===== config.mk =====
export PLATFORM = sky130hd
export DESIGN_NAME = axi_errslave
export DESIGN_NICKNAME = d
export VERILOG_FILES = /design/src/rtl/axi_errslave.sv
export SDC_FILE = /design/constraint.sdc
export NUM_CORES = 1
export LEC_CHECK = 0
export ABC_AREA = 1
export BUFFER_PORTS_ARGS = -buffer_cell sky130_fd_sc_hd__buf_2
export CORE_AREA = 3 3 108 110
export CTS_BUF_LIST = sky130_fd_sc_hd__clkbuf_2
export DETAILED_ROUTE_END_ITERATION = 8
export DIE_AREA = 0 0 111 113
export GPL_TIMING_DRIVEN = 0
export PLACE_DENSITY = 0.9
export SLEW_MARGIN = 20
export SYNTH_ARGS = -nofsm -noshare
export SYNTH_HDL_FRONTEND = slang
export SYNTH_SLANG_ARGS = --single-unit

===== constraint.sdc =====
create_clock -name S_AXI_ACLK -period 2.7 [get_ports S_AXI_ACLK]
set_input_delay 0 -clock S_AXI_ACLK [delete_from_list [all_inputs] [get_ports S_AXI_ACLK]]
set_output_delay 0 -clock S_AXI_ACLK [all_outputs]
set_load 0.02 [all_outputs]

===== src/rtl/axi_errslave.sv =====
// AXI4 error slave: terminates every read/write burst with DECERR/SLVERR,
// queues outstanding bursts per direction, and keeps error counters and last addresses.
module axi_errslave #(
  parameter int unsigned                  C_AXI_ID_WIDTH   = 2,
  parameter int unsigned                  C_AXI_DATA_WIDTH = 32,
  parameter int unsigned                  C_AXI_ADDR_WIDTH = 6,
  parameter int unsigned                  LGFIFO           = 2,
  parameter logic                         OPT_SLVERR       = 1'b0,
  parameter logic [C_AXI_DATA_WIDTH-1:0]  RDATA_FILL       = '0,
  parameter int unsigned                  LGCNT            = 16
) (
  input  logic                         S_AXI_ACLK,
  input  logic                         S_AXI_ARESETN,
  input  logic                         S_AXI_AWVALID,
  output logic                         S_AXI_AWREADY,
  input  logic [C_AXI_ID_WIDTH-1:0]    S_AXI_AWID,
  input  logic [C_AXI_ADDR_WIDTH-1:0]  S_AXI_AWADDR,
  input  logic                         S_AXI_WVALID,
  output logic                         S_AXI_WREADY,
  input  logic                         S_AXI_WLAST,
  output logic                         S_AXI_BVALID,
  input  logic                         S_AXI_BREADY,
  output logic [C_AXI_ID_WIDTH-1:0]    S_AXI_BID,
  output logic [1:0]                   S_AXI_BRESP,
  input  logic                         S_AXI_ARVALID,
  output logic                         S_AXI_ARREADY,
  input  logic [C_AXI_ID_WIDTH-1:0]    S_AXI_ARID,
  input  logic [C_AXI_ADDR_WIDTH-1:0]  S_AXI_ARADDR,
  input  logic [7:0]                   S_AXI_ARLEN,
  output logic                         S_AXI_RVALID,
  input  logic                         S_AXI_RREADY,
  output logic [C_AXI_ID_WIDTH-1:0]    S_AXI_RID,
  output logic [C_AXI_DATA_WIDTH-1:0]  S_AXI_RDATA,
  output logic                         S_AXI_RLAST,
  output logic [1:0]                   S_AXI_RRESP,
  input  logic                         i_clear,
  output logic [LGCNT-1:0]             o_werr_count,
  output logic [LGCNT-1:0]             o_rerr_count,
  output logic [C_AXI_ADDR_WIDTH-1:0]  o_last_awaddr,
  output logic [C_AXI_ADDR_WIDTH-1:0]  o_last_araddr
);

  localparam int unsigned DEPTH = 1 << LGFIFO;
  localparam logic [1:0]  RESP  = OPT_SLVERR ? 2'b10 : 2'b11;
  localparam logic [0:0]  S_IDLE  = 1'b0;
  localparam logic [0:0]  S_BURST = 1'b1;

  // ---------------- write side ----------------
  logic [C_AXI_ID_WIDTH-1:0] aw_mem [DEPTH];
  logic [LGFIFO-1:0]         aw_wr, aw_rd;
  logic [LGFIFO:0]           aw_cnt;
  logic                      aw_full, aw_empty, aw_push, aw_pop;

  // Count MSB is set only when the queue holds exactly DEPTH entries.
  assign aw_full  = aw_cnt[LGFIFO];
  assign aw_empty = (aw_cnt == '0);
  assign aw_push  = S_AXI_AWVALID && !aw_full;
  assign S_AXI_AWREADY = !aw_full;
  assign S_AXI_WREADY  = !S_AXI_WLAST || (!aw_empty && (!S_AXI_BVALID || S_AXI_BREADY));
  assign aw_pop   = S_AXI_WVALID && S_AXI_WLAST && S_AXI_WREADY;
  assign S_AXI_BRESP = RESP;

  always_ff @(posedge S_AXI_ACLK) begin
    if (aw_push) aw_mem[aw_wr] <= S_AXI_AWID;
  end

  always_ff @(posedge S_AXI_ACLK or negedge S_AXI_ARESETN) begin
    if (!S_AXI_ARESETN) begin
      aw_wr         <= '0;
      aw_rd         <= '0;
      aw_cnt        <= '0;
      S_AXI_BVALID  <= 1'b0;
      S_AXI_BID     <= '0;
      o_last_awaddr <= '0;
    end else begin
      if (aw_push) begin
        aw_wr         <= aw_wr + LGFIFO'(1);
        o_last_awaddr <= S_AXI_AWADDR;
      end
      if (aw_pop) aw_rd <= aw_rd + LGFIFO'(1);
      case ({aw_push, aw_pop})
        2'b10:   aw_cnt <= aw_cnt + (LGFIFO+1)'(1);
        2'b01:   aw_cnt <= aw_cnt - (LGFIFO+1)'(1);
        default: ;
      endcase
      if (aw_pop) begin
        S_AXI_BVALID <= 1'b1;
        S_AXI_BID    <= aw_mem[aw_rd];
      end else if (S_AXI_BREADY) begin
        S_AXI_BVALID <= 1'b0;
      end
    end
  end

  // ---------------- read side ----------------
  logic [C_AXI_ID_WIDTH-1:0] ar_id_mem  [DEPTH];
  logic [7:0]                ar_len_mem [DEPTH];
  logic [LGFIFO-1:0]         ar_wr, ar_rd;
  logic [LGFIFO:0]           ar_cnt;
  logic                      ar_full, ar_empty, ar_push, ar_pop;
  logic [0:0]                state;
  logic [7:0]                beats;
  logic                      r_hs, r_last_hs;

  assign ar_full  = ar_cnt[LGFIFO];
  assign ar_empty = (ar_cnt == '0);
  assign ar_push  = S_AXI_ARVALID && !ar_full;
  assign S_AXI_ARREADY = !ar_full;

  assign S_AXI_RVALID = (state == S_BURST);
  assign S_AXI_RLAST  = (state == S_BURST) && (beats == 8'd0);
  assign S_AXI_RDATA  = RDATA_FILL;
  assign S_AXI_RRESP  = RESP;
  assign r_hs      = S_AXI_RVALID && S_AXI_RREADY;
  assign r_last_hs = r_hs && S_AXI_RLAST;
  // Reloading on the last-beat handshake keeps queued bursts streaming without a bubble.
  assign ar_pop    = !ar_empty && ((state == S_IDLE) || r_last_hs);

  always_ff @(posedge S_AXI_ACLK) begin
    if (ar_push) begin
      ar_id_mem[ar_wr]  <= S_AXI_ARID;
      ar_len_mem[ar_wr] <= S_AXI_ARLEN;
    end
  end

  always_ff @(posedge S_AXI_ACLK or negedge S_AXI_ARESETN) begin
    if (!S_AXI_ARESETN) begin
      ar_wr         <= '0;
      ar_rd         <= '0;
      ar_cnt        <= '0;
      state         <= S_IDLE;
      beats         <= '0;
      S_AXI_RID     <= '0;
      o_last_araddr <= '0;
    end else begin
      if (ar_push) begin
        ar_wr         <= ar_wr + LGFIFO'(1);
        o_last_araddr <= S_AXI_ARADDR;
      end
      if (ar_pop) ar_rd <= ar_rd + LGFIFO'(1);
      case ({ar_push, ar_pop})
        2'b10:   ar_cnt <= ar_cnt + (LGFIFO+1)'(1);
        2'b01:   ar_cnt <= ar_cnt - (LGFIFO+1)'(1);
        default: ;
      endcase
      if (ar_pop) begin
        state     <= S_BURST;
        beats     <= ar_len_mem[ar_rd];
        S_AXI_RID <= ar_id_mem[ar_rd];
      end else if (r_last_hs) begin
        state <= S_IDLE;
      end else if (r_hs) begin
        beats <= beats - 8'd1;
      end
    end
  end

  // ---------------- error counters ----------------
  always_ff @(posedge S_AXI_ACLK or negedge S_AXI_ARESETN) begin
    if (!S_AXI_ARESETN) begin
      o_werr_count <= '0;
      o_rerr_count <= '0;
    end else begin
      if (i_clear)
        o_werr_count <= '0;
      else if (S_AXI_BVALID && S_AXI_BREADY && (o_werr_count != '1))
        o_werr_count <= o_werr_count + LGCNT'(1);
      if (i_clear)
        o_rerr_count <= '0;
      else if (r_last_hs && (o_rerr_count != '1))
        o_rerr_count <= o_rerr_count + LGCNT'(1);
    end
  end

endmodule


Word level (Yosys, flattened, before mapping)
Memories as Yosys holds them, arrays and structs flattened. A register that Yosys moved wholly into a read port is not among the register bits.
Cells that the tools add are included.
Widths: inputs -> output; s select.
{"block": "word_totals", "regBits": 68, "mem_bits_rw": 48, "out_inout_bits": 90, "inputBits": 33, "n_memories": 3, "elab_cells": 86}
{"memory": "ar_len_mem", "depth": 4, "width": 8, "read_ports": 1, "rd_clocked_by_memory_dff": 0, "wr": 1, "line": "97", "source": "logic [7:0] ar_len_mem [DEPTH];"}
{"memory": "ar_id_mem", "depth": 4, "width": 2, "read_ports": 1, "rd_clocked_by_memory_dff": 1, "wr": 1, "line": "96", "source": "logic [C_AXI_ID_WIDTH-1:0] ar_id_mem [DEPTH];"}
{"memory": "aw_mem", "depth": 4, "width": 2, "read_ports": 1, "rd_clocked_by_memory_dff": 1, "wr": 1, "line": "49", "source": "logic [C_AXI_ID_WIDTH-1:0] aw_mem [DEPTH];"}
{"block": "op_classes", "n_bitwise": 1, "n_addsub": 11, "n_eq_ne": 7, "reduce_logical": 34, "n_mux": 17}
{"cell": "$mux 16", "count": 4}
{"cell": "$add 16x1->16 const B", "count": 2}
{"cell": "$ne 16x16->1 const B", "count": 2}
{"cell": "$mux 8", "count": 3}
{"cell": "$reduce_bool 2->1", "count": 7}
{"cell": "$logic_and 1x1->1", "count": 12}
{"cell": "$pmux 3 s2", "count": 2}
{"cell": "$add 2x1->2 const B", "count": 4}
{"cell": "$logic_not 1->1", "count": 8}
{"cell": "$logic_not 8->1", "count": 1}
{"cell": "$mux 1", "count": 8}
{"cell": "$sub 8x1->8 const B", "count": 1}
{"cell": "$add 3x1->3 const B", "count": 2}
{"cell": "$logic_not 3->1", "count": 2}
{"cell": "$sub 3x1->3 const B", "count": 2}
{"cell": "$eq 2x1->1 const B", "count": 2}
{"cell": "$eq 2x2->1 const B", "count": 2}
{"cell": "$logic_or 1x1->1", "count": 3}
{"cell": "$ne 2x2->1 const B", "count": 1}
{"cell": "$reduce_and 2->1", "count": 1}
{"cell": "$not 1->1", "count": 1}

Logic depth before layout (Yosys ltp)
{"block": "depth", "depth_word": 7, "ltp_mapped": 14, "depth_no_buf": 14}

Worst setup path before layout
Ideal clock, no wire load.
{"block": "synth_timing", "path_kind": "register -> register", "startpoint": "register beats[0]", "endpoint": "register ar_cnt[2]", "setup_time_ns": 0.132, "arrival_ns": 2.157, "n_path_buf": 0, "required_ns": 2.568, "path_stages_with_launch": 15, "period_less_slack_ns": 2.288, "setup_slack_ns": 0.412, "cell_sequence": "dfrtp_1 inv_1 ha_1 nand2_1 nor2_2 nand3_2 nand2_1 nand2_2 inv_2 ha_1 inv_1 fa_1 a21oi_1 o21ai_0 xor2_1"}
{"block": "synth_between", "elab_chain_cells": 7, "elab_cells_between_ends": 9, "cone_classes": "2 x eq/ne; 1 x mux; 6 x reduce/logical"}
{"element": "start: declaration", "line": "102", "source": "logic [7:0] beats;"}
{"element": "start signal: assignment", "line": "148", "source": "beats <= ar_len_mem[ar_rd];"}
{"element": "start signal: assignment", "line": "153", "source": "beats <= beats - 8'd1;"}
{"element": "$logic_not 8->1 *", "line": "111", "source": "assign S_AXI_RLAST = (state == S_BURST) && (beats == 8'd0);"}
{"element": "$logic_and 1x1->1 *", "line": "111"}
{"element": "$logic_and 1x1->1 *", "line": "115", "source": "assign r_last_hs = r_hs && S_AXI_RLAST;"}
{"element": "$logic_or 1x1->1 *", "line": "117", "source": "assign ar_pop = !ar_empty && ((state == S_IDLE) || r_last_hs);"}
{"element": "$logic_and 1x1->1 *", "line": "117"}
{"element": "named net ar_pop", "line": "100", "source": "logic ar_full, ar_empty, ar_push, ar_pop;"}
{"element": "$eq 2x1->1 / $eq 2x2->1 (equally long branches)", "line": "141", "source": "case ({ar_push, ar_pop})"}
{"element": "$pmux 3 s2 / $reduce_bool 2->1 (equally long branches)"}
{"element": "end signal: assignment", "line": "142", "source": "2'b10: ar_cnt <= ar_cnt + (LGFIFO+1)'(1);"}
{"element": "end signal: assignment", "line": "143", "source": "2'b01: ar_cnt <= ar_cnt - (LGFIFO+1)'(1);"}
{"element": "end: declaration", "line": "99", "source": "logic [LGFIFO:0] ar_cnt;"}
The timed path passes the listed nets; every way through them passes the cells marked *.
A chain may end at the register's enable or synchronous reset.

Final worst setup path
{"block": "layout_timing", "startpoint": "register beats[1]", "endpoint": "register ar_cnt[2]"}
The elaborated chain is that of the path after synthesis.

==> metrics.md <==
| Metric | Value |
|---|---|
| TritonCTS clock tree | done |
| Initial antenna violation count | 0 |
| Final Slew Violations | 0 |
| Critical path's largest stage delay | between 0.4 and 0.5 ns |
| Critical Path RT | ~3.2 ns |
| GR Util All Layers | between 20 and 25% |
| Clk_lat worst skew | 0.67 ns |
| Final period util | a little over 90% |
| DR vias | ~5000 |
| PortBufs | 85 |
| Core Area | around 11000 sq um |
| Lkg Pwr | 0.003622 uW |
| Number of fill cells | 820 |
| GRT overflow | 0 |
| Placed cell areas | between 6000 and 7000 sq um |
| Hold depth | 2 |
| Setup crit end kind | flop |
| Fmax | between 400 and 500 MHz |
| Hold Path Sink | ar_len_mem[1][0] |
| Clk buf depth | 2 |
| Cell chain of the critical path | inv_1 > ha_1 > nand2_1 > nor2_2 > nand3_2 > nand2_2 > nand2_4 > inv_4 > ha_1 > inv_1 > fa_1 > a21oi_1 > o21ai_0 > xor2_1 |
| Startpoint Class | flop |
| Flop-to-flop setup slack | about 0.23 ns |
| Vias in the first global route | around 5000 |
| WHS | ~0.072 ns |
| Routed len/inst | roughly 14 microns |
| VDD IR max | roughly 0.67 mV |
| Setup_tns | 0 ns |
| H-Tree Depth | 4 |
| Synth warn | 0 |
| Pwr Density | 764.5 nW/um^2 |
| Drt pass-1 iters | 5 |
| Util after Layout | between 70% and 80% |
| Netlist cell types | 37 |
| Worst hold-check path type | in -> reg |
| Worst-Margin Slew | about 1.0 ns |
| Ys async rst share | 60.00% |
| Rows | 38 |
| CP max-delay cell | dfrtp_1 |
| Critical Path AT | roughly 3 ns |
| Slew HR | between 30% and 40% |
| Worst reg2reg endpoint | ar_cnt[2] |
| # nets final | 898 |
| Initial Utilization | 57.06% |
| DRT antenna net count | 0 |
| GP Congestion | around 0.84 |
| CTS Sinks | 120 |
| Worst-path clk slew | approximately 0.23 ns |
| Area Growth Syn to Fin | 23.30% |
| Min-delay src | S_AXI_ARLEN[0] |
| Synth Register Bits | 120 |
| Post-Syn Instances | 665 |
| Antenna cells | 0 |
| Final min period | around 2.5 ns |
| Final WL | roughly 14000 microns |
| Reg-to-Reg Start | beats[1] |
| Initial DRC count | roughly 380 |
| Largest net degree at the start of global routing | 52 |
| DR DRC count | 0 |
| Finished Cell Area | 7594 sq um |
| First-pass GRT wire length | 23140 microns |
| Die extent in x | between 100 and 150 microns |
| Mapped Area | approximately 6200 sq um |
| Post-synthesis sequential area ratio | about 53% |
| IO Pins | between 100 and 150 |
| Root Driver | clkbuf_2 |
| Clock skew | 0.04591 ns |
| Predominant post-synthesis flop cell | dfrtp_1 |
| Via density | approximately 5 |
| WS Path Type | reg -> reg |
| Unrepaired setup endpoints after global routing | false |
| Die area | roughly 13000 sq um |
| Cts bufs inserted | 17 |
| Final Hold Viols | 0 |
| Max_cap viols | 0 |
| Post-CTS setup buffer count | 0 |
| Final Setup Violations | 0 |
| FF-to-FF path depth | 14 |
| Outcome | finished, final reports clean |
| Post-synth EDFFs | 48 |
| Layout cell share with drive strength beyond 1 | 23.55% |
| Overall die height | roughly 110 microns |
| Syn Area/Cell | around 9.3 sq um |
| Dpl hpwl | approximately 9000 microns |
| Max Fanout on Critical Path | 9 |
[stage by stage]
stage	total power, uW	cells	setup slack [ns]
after global routing	6209	1002	0.03410
after global placement	4437	924	0.1928
after CTS	5765	1002	0.06683
after detailed placement	4564	925	0.08511
after floorplan	3970	699	0.4116
final	5806	1002	0.2299
[how the worst max path moves through the flow]
stage / slack [ns] / depth (start not counted) / endpoint / start
floorplan: 0.41 / 14 / ar_cnt[2] / beats[0]
global placement: 0.19 / 14 / ar_cnt[2] / beats[0]
detailed placement: 0.09 / 14 / ar_cnt[2] / beats[0]
CTS: 0.07 / 14 / ar_cnt[2] / beats[0]
global route: 0.03 / 14 / ar_cnt[2] / beats[1]
finish: 0.23 / 14 / ar_cnt[2] / beats[1]
[what timing repair did]
item	in CTS	in global routing
resized for setup	0	4
endpoints found under the setup margin	0	1
hold endpoints to repair	181	0
hold buffers	45	0
[Yosys cell counts, types with 2 or more instances]
cell        n  area [sq um]
o22ai_1     9         56.30
mux2_2     12         135.1
xor2_1     22         192.7
a21oi_1     5         25.02
o21ai_0    39         195.2
clkbuf_1    7         26.28
nor2_2      6         37.54
nand3_2     2         20.02
dfrtp_1    72          1802
nand4_1    13         81.33
nand3b_1    6         45.04
buf_6       4         45.04
nor2_4      2         22.52
nor3_1      3         15.01
nand3_1    40         200.2
o21ai_2     4         35.03
xnor2_1     2         17.52
or2_2       2         12.51
nor2_1     81         304.0
fa_1        2         40.04
buf_2       2         10.01
inv_1      49         183.9
o21ai_1     3         15.01
ha_1       14         175.2
inv_2       6         22.52
nand2_2     4         25.02
buf_4      37         277.8
nand2_1   154         578.1
conb_1      2         7.510
edfxtp_1   48          1441
o21bai_1    7         52.55
[power breakdown]
part | internal (uW) | switching [uW]
sequential | 2310 | 253
clock | 343 | 727
combinational | 847 | 1330
total | 3500 | 2310
[state kept, by name (all words and copies together) (netlist names)]
| register | count |
|---|---|
| S_AXI_BID | 2 |
| S_AXI_BVALID | 1 |
| S_AXI_RID | 2 |
| S_AXI_RVALID | 1 |
| ar_cnt | 3 |
| ar_id_mem | 8 |
| ar_len_mem | 32 |
| ar_rd | 2 |
| ar_wr | 2 |
| aw_cnt | 3 |
| aw_mem | 8 |
| aw_rd | 2 |
| aw_wr | 2 |
| beats | 8 |
| o_last_araddr | 6 |
| o_last_awaddr | 6 |
| o_rerr_count | 16 |
| o_werr_count | 16 |
[placed cells by master, fill, tap and decap left out, types with 12 or more instances in the layout]
master,netlist,routed
xor2_1,22,22
nand4_1,13,13
clkbuf_2,0,18
ha_1,14,14
nand3_1,40,40
buf_2,2,86
mux2_2,12,12
o21ai_0,39,39
dlygate4sd3_1,0,45
nand2_1,154,153
edfxtp_1,48,48
nor2_1,81,81
inv_1,49,48
conb_1,2,36
dfrtp_1,72,72
buf_4,37,38
[cell families (layout without fill, tap and decap cells)]
kind of cell / after synthesis / in the layout / synth area share, %
other: 2 / 36 / 0.1219
DFF: 120 / 120 / 52.66
xor gates and xnor gates: 24 / 24 / 3.413
adders and majority gates: 16 / 16 / 3.495
and+or+nand+nor: 314 / 314 / 21.92
muxes: 12 / 12 / 2.194
AOI/OAI and AO/OA: 71 / 71 / 6.948
buffers and inverters: 106 / 269 / 9.244
[critical path: cells and delay by family, from the launching register on]
family | cells | cell delay (ns)
buffers and inverters | 3 | 0.29
adder cells (fa/ha/maj) | 3 | 0.69
XOR/XNOR | 1 | 0.15
flip-flops | 1 | 0.42
AND/OR/NAND/NOR | 5 | 0.54
AO/OA/AOI/OAI | 2 | 0.28
[final cells by class]
class                      count  area (sq um)  share of cell area [%]
timing repair buffer         131         905.9                   11.93
multi-input combinational    473          2481                   32.67
inverter                      55         209.0                   2.752
clock inverter                14         126.4                   1.664
clock buffer                  18         90.09                   1.186
buffer                        51         362.8                   4.778
tap                          140         175.2                   2.307
sequential                   120          3243                   42.71
[routing by layer]
layer / track usage (%) / share of wire (%) / wire length (microns)
met1: 27.00 / 40 / 5501
met2: 41.14 / 53 / 7217
met3: 5.241 / 5.9 / 814
met4: 7.225 / 1.5 / 207
met5: 0 / 0 / 0
No activity file was read; power rests on OpenSTA's default activity.
